--- src/rtl/mat_serializer_pkg.sv ---
// Shared types and helpers for the matrix serializer slice.
//   state_e  : serializer control state (idle / sending a held matrix)
//   idx_bits : width of an index register for a dimension of n entries (min 1)
package mat_serializer_pkg;

  typedef enum logic {
    S_IDLE,
    S_SEND
  } state_e;

  function automatic int unsigned idx_bits(input int unsigned n);
    return (n > 1) ? $clog2(n) : 1;
  endfunction

endpackage

--- src/rtl/mat_serializer_index_counter.sv ---
// Row/column walker for the matrix serializer.
//   clk, rst_n : clock, asynchronous active-low reset
//   clr        : force row/col back to (0,0) (takes priority over step)
//   step       : advance one element in the selected order
//   col_major  : 0 row-major (col fastest), 1 column-major (row fastest)
//   row, col   : current element coordinates
//   at_end     : current element is (ROWS-1, COLS-1)
module mat_index_counter
  import mat_serializer_pkg::*;
#(
  parameter int unsigned ROWS = 4,
  parameter int unsigned COLS = 4,
  localparam int unsigned RW  = idx_bits(ROWS),
  localparam int unsigned CW  = idx_bits(COLS)
) (
  input  logic          clk,
  input  logic          rst_n,
  input  logic          clr,
  input  logic          step,
  input  logic          col_major,
  output logic [RW-1:0] row,
  output logic [CW-1:0] col,
  output logic          at_end
);

  localparam logic [RW-1:0] ROW_MAX = RW'(ROWS - 1);
  localparam logic [CW-1:0] COL_MAX = CW'(COLS - 1);

  logic [RW-1:0] row_q, row_d;
  logic [CW-1:0] col_q, col_d;

  always_comb begin
    row_d = row_q;
    col_d = col_q;
    if (clr) begin
      row_d = '0;
      col_d = '0;
    end else if (step) begin
      if (col_major) begin
        if (row_q == ROW_MAX) begin
          row_d = '0;
          col_d = (col_q == COL_MAX) ? '0 : col_q + CW'(1);
        end else begin
          row_d = row_q + RW'(1);
        end
      end else begin
        if (col_q == COL_MAX) begin
          col_d = '0;
          row_d = (row_q == ROW_MAX) ? '0 : row_q + RW'(1);
        end else begin
          col_d = col_q + CW'(1);
        end
      end
    end
  end

  always_ff @(posedge clk or negedge rst_n) begin
    if (!rst_n) begin
      row_q <= '0;
      col_q <= '0;
    end else begin
      row_q <= row_d;
      col_q <= col_d;
    end
  end

  assign row    = row_q;
  assign col    = col_q;
  assign at_end = (row_q == ROW_MAX) && (col_q == COL_MAX);

endmodule

--- src/rtl/mat_serializer.sv ---
// Captures one packed ROWS x COLS float matrix and streams it out one element
// per beat over valid/ready, row-major or column-major per matrix.
//   clk, rst_n    : clock, asynchronous active-low reset
//   in_valid/in_ready/in_mat/in_col_major : matrix input handshake; element
//                   (r,c) at in_mat[(r*COLS+c)*FW +: FW]; order sampled on accept
//   out_valid/out_ready : element output handshake
//   out_data      : current element (bit-exact)
//   out_row/out_col : coordinates of current element
//   out_last      : current element is the final one of the matrix
module mat_serializer
  import mat_serializer_pkg::*;
#(
  parameter int unsigned EXP_BITS  = 8,
  parameter int unsigned MANT_BITS = 23,
  parameter int unsigned BIAS      = 127,
  parameter int unsigned ROWS      = 4,
  parameter int unsigned COLS      = 4,
  localparam int unsigned FW       = 1 + EXP_BITS + MANT_BITS,
  localparam int unsigned RW       = idx_bits(ROWS),
  localparam int unsigned CW       = idx_bits(COLS)
) (
  input  logic                   clk,
  input  logic                   rst_n,
  input  logic                   in_valid,
  output logic                   in_ready,
  input  logic [FW*ROWS*COLS-1:0] in_mat,
  input  logic                   in_col_major,
  output logic                   out_valid,
  input  logic                   out_ready,
  output logic [FW-1:0]          out_data,
  output logic [RW-1:0]          out_row,
  output logic [CW-1:0]          out_col,
  output logic                   out_last
);

  localparam int unsigned NELEM = ROWS * COLS;
  localparam int unsigned IW    = idx_bits(NELEM);

  if (ROWS < 1 || COLS < 1 || BIAS >= (1 << EXP_BITS)) begin : g_param_check
    $error("mat_serializer: invalid ROWS/COLS/BIAS");
  end

  state_e        state_q, state_d;
  logic          order_q, order_d;
  logic [FW-1:0] elem_q [NELEM];

  logic          at_end;
  logic          beat;
  logic          last_beat;
  logic          accept;
  logic          cnt_clr;
  logic [IW-1:0] idx;

  // in_ready opens on the final beat so a new matrix reloads without a bubble.
  always_comb begin
    state_d   = state_q;
    order_d   = order_q;
    out_valid = (state_q == S_SEND);
    beat      = out_valid & out_ready;
    last_beat = beat & at_end;
    in_ready  = (state_q == S_IDLE) | last_beat;
    accept    = in_valid & in_ready;
    cnt_clr   = accept | last_beat;
    if (accept) begin
      state_d = S_SEND;
      order_d = in_col_major;
    end else if (last_beat) begin
      state_d = S_IDLE;
    end
  end

  always_ff @(posedge clk or negedge rst_n) begin
    if (!rst_n) begin
      state_q <= S_IDLE;
      order_q <= 1'b0;
    end else begin
      state_q <= state_d;
      order_q <= order_d;
    end
  end

  // Buffer contents are don't-care until a matrix is accepted, so no reset.
  always_ff @(posedge clk) begin
    if (accept) begin
      for (int unsigned i = 0; i < NELEM; i++) begin
        elem_q[i] <= in_mat[i*FW +: FW];
      end
    end
  end

  mat_index_counter #(
    .ROWS (ROWS),
    .COLS (COLS)
  ) u_idx (
    .clk       (clk),
    .rst_n     (rst_n),
    .clr       (cnt_clr),
    .step      (beat),
    .col_major (order_q),
    .row       (out_row),
    .col       (out_col),
    .at_end    (at_end)
  );

  always_comb begin
    idx      = IW'(out_row) * IW'(COLS) + IW'(out_col);
    out_data = elem_q[idx];
    out_last = out_valid & at_end;
  end

endmodule

--- config.mk ---
export PLATFORM = sky130hd
export DESIGN_NAME = mat_serializer
export DESIGN_NICKNAME = d
export VERILOG_FILES = /design/src/rtl/mat_serializer_pkg.sv /design/src/rtl/mat_serializer_index_counter.sv /design/src/rtl/mat_serializer.sv
export SDC_FILE = /design/constraint.sdc
export NUM_CORES = 1
export LEC_CHECK = 0
export CAP_MARGIN = 20
export CORE_ASPECT_RATIO = 0.75
export CORE_MARGIN = 3
export CORE_UTILIZATION = 40
export DETAILED_ROUTE_END_ITERATION = 8
export PLACE_DENSITY = 0.72
export SYNTH_ARGS = -nofsm -noshare
export SYNTH_HDL_FRONTEND = slang
export SYNTH_HIERARCHICAL = 1
export SYNTH_SLANG_ARGS = --single-unit
--- constraint.sdc ---
create_clock -name clk -period 14.5 [get_ports clk]
set_input_delay 2.175 -clock clk [delete_from_list [all_inputs] [get_ports clk]]
set_output_delay 2.175 -clock clk [all_outputs]
set_load 0.01 [all_outputs]
Yosys cells after proc, flatten, opt, wreduce, memory -nomap -nowiden
Memories as Yosys holds them, arrays and structs flattened.
Index checks and enable logic that the tools add are counted.
W data, S select, Z words.
Storage, ports and cells
  output and inout bits: 39
  ROM bits: 0
  bits in latches: 0
  flip-flop bits (word level): 6
  word-level logic and storage cells: 38
  memory bits (writable): 512
  input bits: 517
  memories: 1
Operators by class
  divide/modulo/power cells: 0
  shift operators: 0
  bitwise operators: 7
  $add $sub $neg: 3
  $lt $le $gt $ge: 0
  reductions and logical operators: 6
  equality and inequality tests: 3
  multiplexer cells: 14
  $mul: 0
Memories
  elem_q: depth 16, bits a word 32, rd ports 1, clocked after Yosys merged registers in 0, wr ports 16, line mat_serializer.sv:45  | logic [FW-1:0] elem_q [NELEM];
Operators with widths (count)
  $mux W2: 10
  $add A2 B1 Y2 const B: 2
  $add A4 B2 Y4: 1
  $and A1 B1 Y1: 4
  $eq A2 B2 Y1 const B: 2
  $mux W1: 4
  $reduce_and A2 Y1: 2
  $reduce_bool A2 Y1: 2
  $ne A3 B1 Y1 const B: 1
  $reduce_bool A3 Y1: 1
  $or A1 B1 Y1: 2
  $logic_and A1 B1 Y1: 1
  $not A1 Y1: 1

Logic depth before layout (Yosys ltp)
Gate-level depths: netlist of the first run.
  depth after elaboration: 8
  mapped depth: 7
  gate-level depth less buffers: 7

By module
Netlist of the first run, hierarchy kept.
Modules (own cells, without submodules)
  mat_serializer: sequential area each 15424.8 µm², cells an instance 794, times used 1, area each 19192.2 µm²
  mat_index_counter: sequential area each 100.1 µm², cells an instance 23, times used 1, area each 226.5 µm²

Least setup slack after synthesis of the first run
OpenSTA, ideal clock, no wires.
  path type: input-to-reg
  start: input out_ready
  end: register order_q
  arrival: 15.513 ns
  path slack: -1.141 ns
  stages on the path: 3
  library setup time: 0.128 ns
  buffers on the path: 0
  required time: 14.372 ns
  cells stage by stage: a21bo_2 -> and2_1 -> mux2_2
Between the ends
  word-level cells in the longest chain between the ends: 4
Ends and longest elaborated chain
  start: declaration: line mat_serializer.sv:29  | input logic out_ready,
  $and A1 B1 Y1: line mat_serializer.sv:59  | beat = out_valid & out_ready;
  $and A1 B1 Y1: line mat_serializer.sv:60  | last_beat = beat & at_end;
  $or A1 B1 Y1: line mat_serializer.sv:61  | in_ready = (state_q == S_IDLE) | last_beat;
  $and A1 B1 Y1: line mat_serializer.sv:62  | accept = in_valid & in_ready;
  named net accept: line mat_serializer.sv:50  | logic accept;
  end signal: assignment: line mat_serializer.sv:78  | order_q <= order_d;
  end: declaration: line mat_serializer.sv:44  | logic order_q, order_d;
The timed path passes the listed nets, and every way through them passes these cells.
A chain may end at the register's enable or synchronous reset.

Worst setup path in the final report of the first run
  start: register u_idx.col_q[0] (netlist: u_idx/col[0])
  end: output out_data[2]
Between the ends
  word-level cells in the longest chain between the ends: 2
Ends and longest elaborated chain
  start: declaration: line mat_serializer_index_counter.sv:30  | logic [CW-1:0] col_q, col_d;
  start signal: assignment: line mat_serializer_index_counter.sv:63  | col_q <= col_d;
  $add A4 B2 Y4: line mat_serializer.sv:106  | idx = IW'(out_row) * IW'(COLS) + IW'(out_col);
  $mem_v2 Z16 W32
  end: declaration: line mat_serializer.sv:30  | output logic [FW-1:0] out_data,
No other way between the ends.

==> results of run 1 <==
[cells by family after synthesis]
group	share of synthesized area
XOR/XNOR	0.0004511
multiplexers	0.1495
AO/OA/AOI/OAI	0.02674
flip-flops	0.7995
AND/OR/NAND/NOR	0.01160
buffers and inverters	0.01089
adder cells (fa/ha/maj)	0.001288
[worst max-delay path by stage]
stage,depth (start not counted),to,slack [ns],startpoint
after floorplan,3,order_q$_DFFE_PN0P_,5.06,out_ready
after global placement,5,elem_q[6][13]$_DFFE_PP_,8.69,out_ready
after detailed placement,5,elem_q[2][12]$_DFFE_PP_,8.57,out_ready
after CTS,5,out_data[16],8.17,u_idx/col[0]$_DFFE_PN0P_
after global routing,5,out_data[2],7.97,u_idx/col[0]$_DFFE_PN0P_
final,5,out_data[2],8.34,u_idx/col[0]$_DFFE_PN0P_
[power by group through the flow]
stage	combinational, W	sequential [W]	clock (W)
after floorplan	0.000741	0.00180	0
after global placement	0.00123	0.00186	0
after detailed placement	0.00124	0.00186	0
after CTS	0.00125	0.00183	0.00128
after global routing	0.00132	0.00184	0.00134
final	0.00124	0.00182	0.00125
[metal layers]
| layer | vias up | share of wire | GRT usage |
|---|---|---|---|
| met2 | 510 | 0.50 | 0.3365 |
| met4 | 14 | 0.023 | 0.05632 |
| met5 | - | 0.0020 | 0 |
| met1 | 5395 | 0.37 | 0.2410 |
| met3 | 95 | 0.11 | 0.07296 |
| li1 | 4666 | - | - |
[area by class of cell]
| cell class | count | area [um^2] | area share |
|---|---|---|---|
| sequential | 518 | 15530 | 0.5692 |
| timing repair buffer | 565 | 5675 | 0.2080 |
| multi-input combinational | 254 | 3709 | 0.1359 |
| clock buffer | 61 | 1271 | 0.04659 |
| tap | 639 | 799.5 | 0.02930 |
| clock inverter | 28 | 274.0 | 0.01004 |
| antenna | 7 | 17.52 | 0.0006420 |
| inverter | 2 | 7.507 | 0.0002751 |
[critical path, stage by stage (launching register included)]
cell             delay, ns
dfrtp_4               1.01
buf_4                 0.84
mux4_2                0.61
a22oi_1               0.28
nand2_1               0.11
clkdlybuf4s50_1       0.50
[placed cells by master, fill, tap and decap left out, types with 2 or more instances in the layout]
cell,instances
edfxtp_1,512
clkinv_1,9
buf_12,2
buf_4,7
nand2_1,34
clkdlybuf4s50_1,555
dfrtp_1,4
dfrtp_4,2
o21ai_1,2
and2_1,3
mux4_2,128
inv_1,2
clkinv_2,9
clkbuf_16,49
inv_6,3
bufinv_16,5
ha_1,2
nand3_1,3
clkbuf_1,12
nor2_1,2
a22oi_1,64
diode_2,7
nor2b_4,2
[through the flow]
stage	setup slack (ns)	hold WS (ns)	total power, W
global route	7.969	0.6153	0.004500
detailed placement	8.568	0.5708	0.003097
CTS	8.171	0.5849	0.004356
global placement	8.692	0.5598	0.003084
floorplan	5.064	0.5359	0.002541
finish	8.342	0.5887	0.004312
[state kept, by name, indices dropped and copies added (netlist names)]
name,flops
elem_q,512
u_idx/col,2
u_idx/row,2
order_q,1
out_valid,1
==> summary.txt, run 1 <==
Synth
  • Post-synth EDFFs: 512
  • Synthesized netlist cell count: 817
  • Share of the synthesized area in the top cell type: 0.7918
  • Most common cell in the netlist: edfxtp_1
  • Synth Warn #: 6
  • Ranking of synthesized cells by area: edfxtp_1 (79%), mux4_2 (15%), a22oi_1 (2.5%)
  • Syn_nets: 1,336
  • Flops & latches, synth: 518
  • Syn Area/Cell: 23.77 um^2
  • Main synth FF type: edfxtp_1
  • Most frequent cells after synthesis: edfxtp_1 (512), mux4_2 (128), a22oi_1 (64)
  • Seq/Total Area, Yosys: 0.7995
  • Netlist cell types: 26
  • Synth area leader: edfxtp_1
  • Post-synthesis async set-or-reset flop share: 0.01158
  • Synth Cell Area: 19,420 um^2

Final layout
  • Non-Filler Instances: 2,074
  • Syn-to-layout area delta: 40.52%
  • Fill cells: 3,502
  • Fin util: 0.5726
  • Final nets: 1,909
  • Layout cells sized above 1: 0.1520
  • Fin area: 27,290 um^2

Pwr
  • Switching share of power: 0.2742
  • Static Leakage: 8.800 nW
  • Sw power: 0.001182 W
  • Cell internal pwr: 0.003129 W
  • Seq pwr share: 0.423
  • Combinational share of power: 0.287
  • Clock network fraction of design power: 0.290
  • PD cells: 158.0 nW/um^2
  • Peak VDD IR: 0.1147 mV

Clock network
  • Post-CTS sizing: 0
  • CTS clk-pin slew, worst paths: 0.06 ns
  • Clock sinks: 518
  • Clock Latency Late Sink: 0.57 ns
  • CTS tree: done
  • Clock Root Buffer: clkbuf_16
  • CTS H-Tree Depth: 2
  • Clock buffer count from CTS: 49
  • Clk buf depth: 3
  • Hold buffers post-CTS: 0
  • Setup bufs post-CTS: 0

Outcome
  • Status: complete, no violations

STA
  • Setup-failing EPs final: 0
  • Final min period: 6.158 ns
  • Final hold violations: 0
  • Final TNS setup: 0 ns
  • Clock skew: 0.02081 ns
  • Share of the clock period used by the worst path: 0.4247
  • Worst slew pin tran: 1.191 ns
  • RSZ-0062 raised after global routing: no
  • Fmax achieved: 162.4 MHz
  • Slew margin rel.: 0.2060
  • Pins Over Slew Limit: 0

Detailed routing
  • Drt via density: 5.149
  • Vias: 10,680
  • 1st-iter DRT viols: 879
  • Routed Antenna Nets: 0
  • TritonRoute pass-1 iters: 5
  • WL per Instance: 24.93 um
  • Wirelength, routed: 51,700 um
  • Residual DRC: 0

Worst setup path
  • Crit Path Max Fanout: 45
  • Startpoint type of the worst setup path: register
  • Setup Crit Path Kind: reg2out
  • CP Capture Type: primary output
  • FF-to-FF End: elem_q[2][14]$_DFFE_PP_
  • R2r startpoint: u_idx/col[1]$_DFFE_PN0P_
  • Worst r2r path cells: 6
  • Critical path arrival: 3.98 ns
  • FF-to-FF setup slack: 9.58 ns
  • Req. time, crit path: 12.32 ns

Place
  • Placer Congestion: 0.8501
  • PortBufs: 555
  • Inst Count DP: 1,977
  • DP Wirelength: 36,180 um
  • Post-place instance area: 25,700 um^2

Die
  • Initial cell density of the core: 0.4075
  • I/O pin cnt: 556
  • Die width: 260.4 um
  • Number of placement rows: 69
  • Die area: 51,250 um^2
  • Core ar.: 47,660 um^2
  • Die Y: 196.8 um

Worst hold path
  • Hold path start: order_q$_DFFE_PN0P_
  • Hold depth: 1
  • WHS Endpoint: order_q$_DFFE_PN0P_
  • Hold WC Path Type: reg2reg

Flow run
  • Max-cap violations: 0

Global routing
  • GRT Total Usage: 0.1987
  • Largest net degree at the start of global routing: 196
  • Vias in the first global route: 11,700
  • Grt total ovfl: 0
  • Initial antenna violation count: 14
  • First-pass GRT wire length: 73,890 um
(Power assumes the default switching activity.)
==> inputs of run 2 (changes only) <==
clock period = 5.3 ns   (was 14.5 ns; I/O delays follow)
==> run 2 against run 1 <==
Flip-flop and latch count unchanged. Final cell count increased by 1.3%. Via count increased by 0.58%. Critical path type unchanged. Non-clock buffer count up 26. Worst hold slack got worse by 0.12 ns. Setup slack got worse by 7.1 ns. Global-route usage increased by 0.25 points. Combinational power grew to 2.8 times the previous value. Register-to-register slack got worse by 7.8 ns. Critical endpoint is now out_data[18]. Final area grew 1.4%. Largest cell class unchanged.
==> summary.txt, run 2 (synthesis results as in run 1) <==
Final layout
  • Most frequent cells in the layout: clkdlybuf4s50_1 (555), edfxtp_1 (512), mux4_2 (128)
  • Largest register FFs: 512 (unchanged)
  • Most common cell after layout, fill and taps aside: clkdlybuf4s50_1
  • Layout cells sized above 1: 0.1724 (+0.02043)
  • Syn-to-layout area delta: 42.43%
  • Final nets: 1,935 (+1.4%)
  • Top reg by flops: elem_q

STA
  • Fmax achieved: 246.8 MHz
  • Hold WS: 0.4652 ns (-0.1235 ns)
  • Final TNS setup: 0 ns (unchanged)
  • Slew margin rel.: 0.3249 (+0.1189)
  • RSZ-0062 raised after global routing: no
  • Share of the clock period used by the worst path: 0.7647
  • Clock skew: 0.01997 ns (-0.0008397 ns)
  • Final hold violations: 0 (unchanged)
  • PnR worst setup slack: 1.247 ns (-7.095 ns)
  • Worst slew pin tran: 1.013 ns (-0.1784 ns)
  • Final min period: 4.053 ns
  • Pins Over Slew Limit: 0 (unchanged)
  • Setup-failing EPs final: 0 (unchanged)

Clock network
  • Clk buf depth: 3 (unchanged)
  • Clock Latency Late Sink: 0.59 ns (+0.02 ns)
  • Setup bufs post-CTS: 0 (unchanged)
  • Post-CTS sizing: 0 (unchanged)
  • CTS clk-pin slew, worst paths: 0.06 ns (about the same)
  • Clock sinks: 518 (unchanged)
  • Hold buffers post-CTS: 0 (unchanged)
  • CTS H-Tree Depth: 2 (unchanged)
  • Clock buffer count from CTS: 49 (unchanged)
  • Clock Root Buffer: clkbuf_16
  • CTS tree: done

Worst setup path
  • Cell Chain, Critical Path: buf_12 -> mux4_2 -> a22oi_1 -> nand2_1 -> clkdlybuf4s50_1
  • FF-to-FF End: elem_q[11][22]$_DFFE_PP_
  • Worst Path Buf+Inv: 2 (unchanged)
  • Slowest stage delay, CP: 0.78 ns (-0.23 ns)
  • CP Depth: 5 (unchanged)
  • Setup crit end: out_data[18]
  • Setup Crit Path Kind: reg2out
  • CP Capture Type: primary output
  • FF-to-FF setup slack: 1.81 ns (-7.77 ns)
  • Critical path arrival: 3.26 ns (-0.72 ns)
  • Req. time, crit path: 4.51 ns (-7.81 ns)
  • Crit path max-delay family: buffers and inverters
  • Startpoint type of the worst setup path: register
  • Worst path slowest cell: dfrtp_4
  • CP Launch Point: u_idx/col[0]$_DFFE_PN0P_
  • Worst r2r path cells: 6 (unchanged)
  • R2r startpoint: u_idx/col[0]$_DFFE_PN0P_
  • Crit Path Max Fanout: 41 (-8.9%)

Place
  • DP Wirelength: 37,980 um (+5.0%)
  • Pre-CTS setup slack: 1.721 ns (-6.847 ns)
  • Placer Congestion: 0.8431 (-0.82%)
  • PortBufs: 555 (unchanged)

Detailed routing
  • Drt via density: 5.113 (-0.71%)
  • 1st-iter DRT viols: 948 (+7.8%)
  • Routed Antenna Nets: 0 (unchanged)
  • Vias: 10,740 (+0.58%)
  • TritonRoute pass-1 iters: 5 (unchanged)
  • Residual DRC: 0 (unchanged)
  • WL per Instance: 24.82 um (-0.45%)
  • Wirelength, routed: 52,140 um (+0.85%)

Global routing
  • Met3 usage in global routing: 0.05819 (-0.01477)
  • First-pass GRT wire length: 74,380 um (+0.65%)
  • GRT Total Usage: 0.2011 (+0.002484)
  • Grt total ovfl: 0 (unchanged)
  • GRT busiest layer: met2
  • Met2 Track Usage GR: 0.3379 (+0.001472)
  • Vias in the first global route: 11,740 (+0.36%)
  • Initial antenna violation count: 8 (-6)
  • Largest net degree at the start of global routing: 64 (-67%)
  • Grt met1 use: 0.2570 (+0.01598)

Die
  • Die area: 51,250 um^2 (unchanged)
  • Die width: 260.4 um (unchanged)
  • I/O pin cnt: 556 (unchanged)
  • Number of placement rows: 69 (unchanged)
  • Core ar.: 47,660 um^2 (unchanged)
  • Die Y: 196.8 um (unchanged)
  • Initial cell density of the core: 0.4075 (unchanged)

Outcome
  • Status: complete, no violations

Pwr
  • Static Leakage: 9.011 nW (+2.4%)
  • Peak VDD IR: 0.3225 mV (+180%)
  • PD cells: 435.0 nW/um^2 (+180%)

Flow run
  • Max-cap violations: 0 (unchanged)

Worst hold path
  • Hold WC Path Type: in2async
run 2: cell count changes in the layout (fill, tap and decap cells not counted), sizes merged:
cell    previous run  this run
buf               10        36
clkinv            18        25
clkbuf            61        55
bufinv             5         7
diode              7         6
inv                6         5
run 2: worst min-delay path by stage:
| stage | start | to | slack (ns) | cells past startpoint |
|---|---|---|---|---|
| 2_1_floorplan | rst_n | order_q$_DFFE_PN0P_ | 0.50 | 0 |
| 6_report | rst_n | out_valid$_DFFE_PN0P_ | 0.47 | 1 |
| 3_3_place_gp | order_q$_DFFE_PN0P_ | order_q$_DFFE_PN0P_ | 0.57 | 1 |
| 4_1_cts | rst_n | u_idx/row[1]$_DFFE_PN0P_ | 0.43 | 1 |
| 5_1_grt | rst_n | out_valid$_DFFE_PN0P_ | 0.47 | 1 |
| 3_5_place_dp | order_q$_DFFE_PN0P_ | order_q$_DFFE_PN0P_ | 0.59 | 1 |
run 2: final cells by class:
| type | instances | area, um^2 |
|---|---|---|
| inverter | 2 | 7.507 |
| sequential | 518 | 15530 |
| tap | 639 | 799.5 |
| antenna | 6 | 15.01 |
| clock inverter | 36 | 387.9 |
| timing repair buffer | 591 | 5938 |
| clock buffer | 55 | 1269 |
| multi-input combinational | 254 | 3709 |
| fill | 3521 | 20000 |
run 2: through the flow:
step	instance area [um^2]	std cells	util	power (W)
floorplan	19420	817	-	0.006923
global placement	25970	2003	0.5449	0.008529
detailed placement	25970	2003	0.5449	0.008567
CTS	27620	2094	0.5796	0.01218
global route	27650	2098	0.5802	0.01255
finish	27660	2101	0.5804	0.01203
run 2: layer usage:
layer | part of all wire | vias up
met5 | 0.00050 | -
met4 | 0.021 | 4
met3 | 0.095 | 81
met2 | 0.50 | 545
met1 | 0.38 | 5399
li1 | - | 4713
run 2: power by group:
part / total [W] / switching [W] / internal [W]
combinational: 0.00349 / 0.00155 / 0.00194
clock: 0.00359 / 0.00151 / 0.00208
sequential: 0.00495 / 0.000226 / 0.00473
run 2: worst register-to-register path, cell delays in order, from the launching register on:
cell     delay (ns)
dfrtp_4        0.78
buf_4          0.47
ha_1           0.28
and2_1         0.20
a21bo_2        0.17
and2_4         0.77
buf_4          0.51
